[src/rtl/minefield_datapath.sv]
// rtl/minefield_datapath.sv - minesweeper grid datapath: mine/flag/step maps, wrapping cursor, game state
module minefield_datapath #(
    parameter int COLS     = 8,
    parameter int ROWS     = 8,
    parameter int MOVE_DIV = 12500000,
    localparam int N  = COLS * ROWS,
    localparam int XW = $clog2(COLS),
    localparam int YW = $clog2(ROWS)
) (
    input  logic          clk,
    input  logic          resetn,
    input  logic          ld_mines,
    input  logic [N-1:0]  mines_in,
    input  logic [3:0]    dir,
    input  logic          flag_req,
    input  logic          step_req,
    output logic [N-1:0]  mine_map,
    output logic [N-1:0]  flag_map,
    output logic [N-1:0]  step_map,
    output logic [N-1:0]  pos_map,
    output logic [XW-1:0] cur_x,
    output logic [YW-1:0] cur_y,
    output logic [3:0]    adj_count,
    output logic [1:0]    state,
    output logic          win,
    output logic          lose
);
    localparam int IW = $clog2(N);
    localparam int DW = $clog2(MOVE_DIV);

    typedef enum logic [1:0] {S_LOAD = 2'd0, S_PLAY = 2'd1, S_WIN = 2'd2, S_LOSE = 2'd3} state_t;

    state_t        state_q, state_d;
    logic [N-1:0]  mine_d, flag_d, step_d;
    logic [XW-1:0] x_d;
    logic [YW-1:0] y_d;
    logic [DW-1:0] div_q, div_d;
    logic [IW-1:0] cur;
    logic          tick;

    assign cur     = IW'(int'(cur_y) * COLS + int'(cur_x));
    assign pos_map = N'(1) << cur;
    assign tick    = (state_q == S_PLAY) && (div_q == '0);
    assign state   = state_q;
    assign win     = (state_q == S_WIN);
    assign lose    = (state_q == S_LOSE);

    always_comb begin
        state_d = state_q;
        mine_d  = mine_map;
        flag_d  = flag_map;
        step_d  = step_map;
        x_d     = cur_x;
        y_d     = cur_y;
        div_d   = div_q;
        case (state_q)
            S_LOAD: begin
                if (ld_mines) begin
                    mine_d  = mines_in;
                    state_d = S_PLAY;
                end
            end
            S_PLAY: begin
                div_d = tick ? DW'(MOVE_DIV - 1) : div_q - 1'b1;
                // Step wins over flag; both act on the cursor as it was before any move this edge.
                if (step_req) begin
                    if (!flag_map[cur]) begin
                        step_d[cur] = 1'b1;
                        if (mine_map[cur]) state_d = S_LOSE;
                    end
                end else if (flag_req && !step_map[cur]) begin
                    flag_d[cur] = ~flag_map[cur];
                    if ((flag_d == mine_map) && (|mine_map)) state_d = S_WIN;
                end
                if (tick) begin
                    case (dir)
                        4'b0001: y_d = (cur_y == '0) ? YW'(ROWS - 1) : cur_y - 1'b1;
                        4'b0010: x_d = (cur_x == XW'(COLS - 1)) ? '0 : cur_x + 1'b1;
                        4'b0100: y_d = (cur_y == YW'(ROWS - 1)) ? '0 : cur_y + 1'b1;
                        4'b1000: x_d = (cur_x == '0) ? XW'(COLS - 1) : cur_x - 1'b1;
                        default: ;
                    endcase
                end
            end
            default: ;
        endcase
    end

    always_ff @(posedge clk or negedge resetn) begin
        if (!resetn) begin
            state_q  <= S_LOAD;
            mine_map <= '0;
            flag_map <= '0;
            step_map <= '0;
            cur_x    <= '0;
            cur_y    <= '0;
            div_q    <= DW'(MOVE_DIV - 1);
        end else begin
            state_q  <= state_d;
            mine_map <= mine_d;
            flag_map <= flag_d;
            step_map <= step_d;
            cur_x    <= x_d;
            cur_y    <= y_d;
            div_q    <= div_d;
        end
    end

    // Neighbour count stops at the grid edge; the cursor cell itself never counts.
    always_comb begin
        int nx;
        int ny;
        adj_count = '0;
        for (int dy = -1; dy <= 1; dy++) begin
            for (int dx = -1; dx <= 1; dx++) begin
                nx = int'(cur_x) + dx;
                ny = int'(cur_y) + dy;
                if (!(dx == 0 && dy == 0) && nx >= 0 && nx < COLS && ny >= 0 && ny < ROWS)
                    adj_count = adj_count + {3'b000, mine_map[IW'(ny * COLS + nx)]};
            end
        end
    end
endmodule

[config.mk]
export PLATFORM = sky130hd
export DESIGN_NAME = minefield_datapath
export DESIGN_NICKNAME = d
export VERILOG_FILES = /design/src/rtl/minefield_datapath.sv
export SDC_FILE = /design/constraint.sdc
export NUM_CORES = 1
export LEC_CHECK = 0
export ABC_AREA = 1
export CAP_MARGIN = 25
export CORE_MARGIN = 8
export CORE_UTILIZATION = 52
export DETAILED_ROUTE_END_ITERATION = 12
export HOLD_SLACK_MARGIN = 0.05
export PLACE_DENSITY_LB_ADDON = 0.3
export SLEW_MARGIN = 40
export SYNTH_ARGS = -nofsm -noshare
export SYNTH_HDL_FRONTEND = slang
export SYNTH_SLANG_ARGS = --single-unit
[constraint.sdc]
create_clock -name clk -period 8 [get_ports clk]
set_input_delay 0.8 -clock clk [delete_from_list [all_inputs] [get_ports clk]]
set_output_delay 0.8 -clock clk [all_outputs]
set_load 0.03 [all_outputs]
# Yosys cells after proc, flatten, opt, wreduce, memory -nomap -nowiden
# Index checks and enable logic that the tools add are counted.
[word_totals]
register_bits = 224
latchBits = 0
ramBits = 0
rom_bits = 0
in_bits = 73
out_inout_bits = 270
word_cells = 166
n_memories = 0
[op_classes]
addsub = 25
n_mul = 0
n_div = 0
magnitude_cmp = 22
n_eq_ne = 15
shift = 1
n_mux = 55
n_bitwise = 3
n_reduce_logical = 38
[op_table]
columns = ["operator", "n"]
rows = [
  ["$bmux 1 s6", 11],
  ["$bwmux 64", 1],
  ["$eq 64x64->1", 1],
  ["$lt 6x8->1 const B", 8],
  ["$or 64x64->64", 1],
  ["$reduce_or 64->1", 1],
  ["$shl 1x6->64 const A", 1],
  ["$add 4x1->4", 7],
  ["$mux 4", 7],
  ["$logic_not 24->1", 1],
  ["$mux 24", 1],
  ["$sub 24x1->24 const B", 1],
  ["$logic_and 1x1->1", 23],
  ["$mux 1", 21],
  ["$add 6x4->6", 3],
  ["$add 6x5->6", 3],
  ["$add 6x6->6", 2],
  ["$mux 2", 6],
  ["$mux 3", 4],
  ["$pmux 3 s2", 2],
  ["$reduce_and 3->1", 4],
  ["$add 4x1->5 const B", 2],
  ["$ge 5x1->1 const B", 2],
  ["$lt 5x5->1 const B", 2],
  ["29 further kinds", 44],
]

# Longest topological paths before layout
[depth]
word_depth = 20
mapped_depth = 39
depth_no_buf = 35

# Least setup slack after synthesis
# OpenSTA, ideal clock, no wires.
[synth_timing]
path_kind = "register to output"
from = "register cur_x[1]"
to = "output port adj_count[2]"
arrival_time_ns = 6.722
t_required_ns = 7.200
slack_ns = 0.478
stages_incl_launch_ff = 36
path_buffers = 3
cell_sequence = "dfrtp_1 > inv_1 > clkbuf_1 > ha_1 > ha_1 > clkbuf_1 > inv_1 > clkbuf_1 > fa_1 > inv_1 > o21ai_0 > a21oi_1 > nor4_1 > ha_1 > inv_1 > nor2_1 > ha_1 > ha_1 > nand2_1 > nand2_1 > ha_1 > nor2_1 > a31oi_1 > ha_1 > nand2_1 > nand2_1 > ha_1 > inv_1 > a21oi_1 > ha_1 > or2_2 > o21ai_0 > inv_1 > ha_1 > nand2_1 > xor2_1"
[synth_via]
elab_chain_cells = 20
elab_cells_between_ends = 74
cone_classes = "add/sub: 17; order compare: 6; mux: 32; reduce/logical: 19"
[synth_rtl]
columns = ["element", "line", "text"]
rows = [
  ["from (decl)", "21", "output logic [XW-1:0] cur_x,"],
  ["from (signal assigned)", "95", "cur_x <= '0;"],
  ["from (signal assigned)", "103", "cur_x <= x_d;"],
  ["$add 4x1->5", "116", "nx = int'(cur_x) + dx;"],
  ["$add 6x5->6, or another cell as far along", "119", "adj_count = adj_count + {3'b000, mine_map[IW'(ny * COLS + nx)]};"],
  ["$bmux 1 s6 / $logic_and 1x1->1 (equally long branches)", "119, 118", ""],
  ["$mux 1 (not written as such) / $logic_and 1x1->1 (equally long branches) (2 in a row)", "119, 118", ""],
  ["$mux 1", "118", "if (!(dx == 0 && dy == 0) && nx >= 0 && nx < COLS && ny >= 0 && ny < ROWS)"],
  ["$add 4x1->4", "119", ""],
  ["$mux 4", "118", ""],
  ["$add 4x1->4", "119", ""],
  ["[... 3 more ...]", "--", ""],
  ["$add 4x1->4", "119", ""],
  ["$mux 4", "118", ""],
  ["$add 4x1->4", "119", ""],
  ["$mux 4", "118", ""],
  ["$add 4x1->4", "119", ""],
  ["$mux 4", "118", ""],
  ["$add 4x1->4", "119", ""],
  ["$mux 4 (*)", "118", ""],
  ["to (decl)", "23", "output logic [3:0] adj_count,"],
]
# Mark *: on every way between the ends. The rest lies on a longest branch, timed or not. The select of a mux whose other input is x is not followed.

# Worst setup path in the final report
[layout_timing]
from = "register cur_x[0]"
to = "output port adj_count[1]"
# Same word-level chain as after synthesis.

==> summary.txt <==
Global routing
  • GRT met2 Usage: 65.9%
  • Congestion Overflow GR: 0
  • Initial antenna violation count: 0
  • First-pass GRT wire length: 117000 um
  • M1 GR Usage: 54.9%
  • Vias in the first global route: 18500
  • Total GRT Usage: 42.6%
  • Met3 Resource Use GR: 11.5%
  • Largest net degree at the start of global routing: 99
  • Layer with the highest usage: met2

Timing
  • Worst setup slack after layout: 0.204 ns
  • Worst Skew: 0.0162 ns
  • Final min period: 7.80 ns
  • Slew Limit Headroom: 41.6%
  • Final Hold Fails: 0
  • F_max: 0.128 GHz
  • Setup_tns: 0 ns
  • Slew Viols, Final: 0
  • Worst-Margin Slew: 0.872 ns
  • Final setup viols: 0
  • Final period util: 97.5%

Final layout
  • FF/Latch Area: 5630 um2
  • Filler instances: 2503
  • Multi-input gate area: 8770 um2
  • Core Util, Final: 68.9%
  • Nets@finish: 2861
  • Non-filler instance count after layout: 3168
  • Syn-to-layout area delta: 31.7%
  • Share of layout cells above drive strength 1: 6.53%

Synthesis
  • #FFs+latches synth: 224
  • Synth cell types: 43
  • Number of enable flip-flop cells after synthesis: 0
  • Mapped Nets: 2534
  • Cell Area, Synth: 15800 um2
  • FFs w/ async S/R, synth: 100%
  • Sequential area share after synthesis: 35.5%
  • Simple logic cell fraction of the synthesized area: 32.1%
  • Xor/xnor share of the synthesized area: 1.77%
  • Compound-Gate Fraction of Synth Area: 17.3%
  • Mapped Cells: 2425
  • Main combinational cell family by area after synthesis: simple AND/OR/NAND/NOR gates
  • Mean Syn Cell Area: 6.53 um2
  • Ys flop type: dfrtp_1
  • Adder-Cell Fraction of Synth Area: 2.99%
  • Warnings, synthesis: 0
  • Mux share of post-synthesis cell area: 0.695%

Floorplanning
  • Core area: 30300 um2
  • Die area: 36300 um2
  • Num rows: 64
  • Starting Density: 52.3%
  • Die height: 191 um
  • Boundary pin count: 343
  • Die width: 191 um

CTS
  • Cts hold-fix bufs: 0
  • H-Tree Depth: 1
  • Clock Path Buffers: 3
  • CTS root buf: clkbuf_16
  • Clk sinks: 224
  • Clock Latency Late Sink: 0.56 ns
  • CTS tree: done
  • Total CTS buffers: 26
  • Reg clk slew, reported paths: 0.06 ns

Routing
  • Remaining routing DRC violations: 0
  • Post-Route WL: 80900 um
  • Wire length per cell: 25.5 um
  • Detail-routed via count per cell: 6.26
  • Via count: 19800
  • Post-route ant nets: 0
  • Drt pass-1 iters: 9
  • 1st-iter DRT viols: 3051

Place
  • Port Buffers: 342
  • Pre-CTS WS: 0.562 ns
  • Post-Place Cells: 3106
  • Dpl hpwl: 61800 um
  • Gp weighted congestion: 1.11

Pwr
  • Leakage: 9.89 nW
  • Pwr Density: 155 nW/um2
  • Peak supply drop: 1.18 mV

Critical path
  • Setup CP Type: flip-flop to primary output
  • Crit Path Max Fanout: 7
  • Critical-path top delay cell: dfrtp_4
  • CP Data Required Time: 7.20 ns
  • CP Capture Type: primary output
  • Largest stage delay on the critical path: 0.54 ns
  • FF-to-FF path depth: 23
  • Critical Path Source Type: flip-flop
  • Data arrival time of the worst path: 7.00 ns
  • Most frequent CP cell: ha_1

Worst hold path
  • Hold Path Class: primary input to async pin

Status
  • Outcome: complete, no violations

Run
  • Max-cap violations: 0
[power breakdown]
group / internal, mW / total (mW) / switching, mW
Clock: 0.763 / 1.28 / 0.516
Sequential: 1.13 / 1.14 / 0.00259
Combinational: 0.379 / 0.809 / 0.430
Total: 2.28 / 3.22 / 0.948
[cells by family (layout without fill, tap and decap cells)]
family / after synthesis / after routing
adders and majority gates: 36 / 36
AOI/OAI and AO/OA: 477 / 477
other: 0 / 1
DFF: 224 / 224
muxes: 10 / 10
xor gates and xnor gates: 32 / 32
and+or+nand+nor: 1258 / 1258
buffers and inverters: 388 / 734
[final timing paths]
| path | slack, ns | from | to |
|---|---|---|---|
| setup / recovery | 0.20 | cur_x[0]$_DFFE_PN0P_ | adj_count[1] |
| hold / removal | 0.25 | resetn | mine_map[28]$_DFFE_PN0P_ |
| setup reg to reg | 2.46 | cur_x[1]$_DFFE_PN0P_ | state[1]$_DFFE_PN0P_ |
| hold reg to reg | 0.49 | step_map[26]$_DFFE_PN0P_ | step_map[26]$_DFFE_PN0P_ |
| max in group asynchronous | 6.48 | resetn | div_q[19]$_DFFE_PN1P_ |
| min in group clk | 0.49 | step_map[26]$_DFFE_PN0P_ | step_map[26]$_DFFE_PN0P_ |
[through the flow]
| step | instance area [um2] | total power, mW | hold slack [ns] |
|---|---|---|---|
| after detailed placement | 19700 | 1.91 | 0.468 |
| after floorplan | 15800 | 1.53 | 0.480 |
| after global placement | 19700 | 1.89 | 0.465 |
| final | 20900 | 3.22 | 0.249 |
| after CTS | 20600 | 3.16 | 0.309 |
| after global routing | 20900 | 3.33 | 0.337 |
[placed cells by master (no fill, tap or decap), types with 34 or more instances in the layout]
master	Yosys	layout
nand2_1	633	632
nor2_1	395	389
clkdlybuf4s50_1	0	337
inv_1	270	264
o21ai_0	234	230
dfrtp_1	208	204
nand3_1	157	156
a21oi_1	94	93
buf_4	7	49
o22ai_1	34	34
[worst max-delay path: cells and delay by family, from the launching register on]
family	cells	cell delay, ns
buffers and inverters	8	0.81
DFF	1	0.54
adders and majority gates	11	3.12
and+or+nand+nor	9	1.20
AOI/OAI and AO/OA	6	0.75
[routing by layer]
layer / vias to the layer above / wire (um)
li1: 8536 / -
met1: 9203 / 29200
met2: 1760 / 34700
met3: 345 / 12200
met4: 0 / 4820
met5: - / 0
[layout make-up]
| type | count | area share (%) |
|---|---|---|
| Antenna cell | 1 | 0.0120 |
| Clock inverter | 11 | 0.768 |
| Clock buffer | 36 | 3.50 |
| Inverter | 283 | 5.16 |
| Timing Repair Buffer | 403 | 19.1 |
| Multi-Input combinational cell | 1813 | 42.0 |
| Sequential cell | 224 | 27.0 |
| Timing Repair inverter | 1 | 0.0360 |
| Tap cell | 396 | 2.37 |
[what timing repair did]
action / 4_1_cts / 5_1_grt
endpoints found under the setup margin: 2 / 3
gates cloned: 0 / 1
resized for setup: 1 / 40
hold endpoints to repair: 0 / 0
buffers inserted: 0 / 12
pin swaps: 0 / 3
[cells in the mapped netlist, types with 28 or more instances]
cell / count / area, um2
nor2_1: 395 / 1480
o211ai_1: 28 / 210
a21oi_1: 94 / 470
nand2_1: 633 / 2380
clkbuf_1: 59 / 221
dfrtp_1: 208 / 5200
o22ai_1: 34 / 213
ha_1: 33 / 413
o21ai_0: 234 / 1170
buf_2: 35 / 175
nand4_1: 30 / 188
nand3_1: 157 / 786
inv_1: 270 / 1010
[registers in the layout (all words and copies together), names as in the netlist]
| name | cells |
|---|---|
| cur_x | 3 |
| div_q | 24 |
| state | 2 |
| step_map | 64 |
| mine_map | 64 |
| flag_map | 64 |
| cur_y | 3 |
Note: power is estimated with default switching activity, not from simulation.
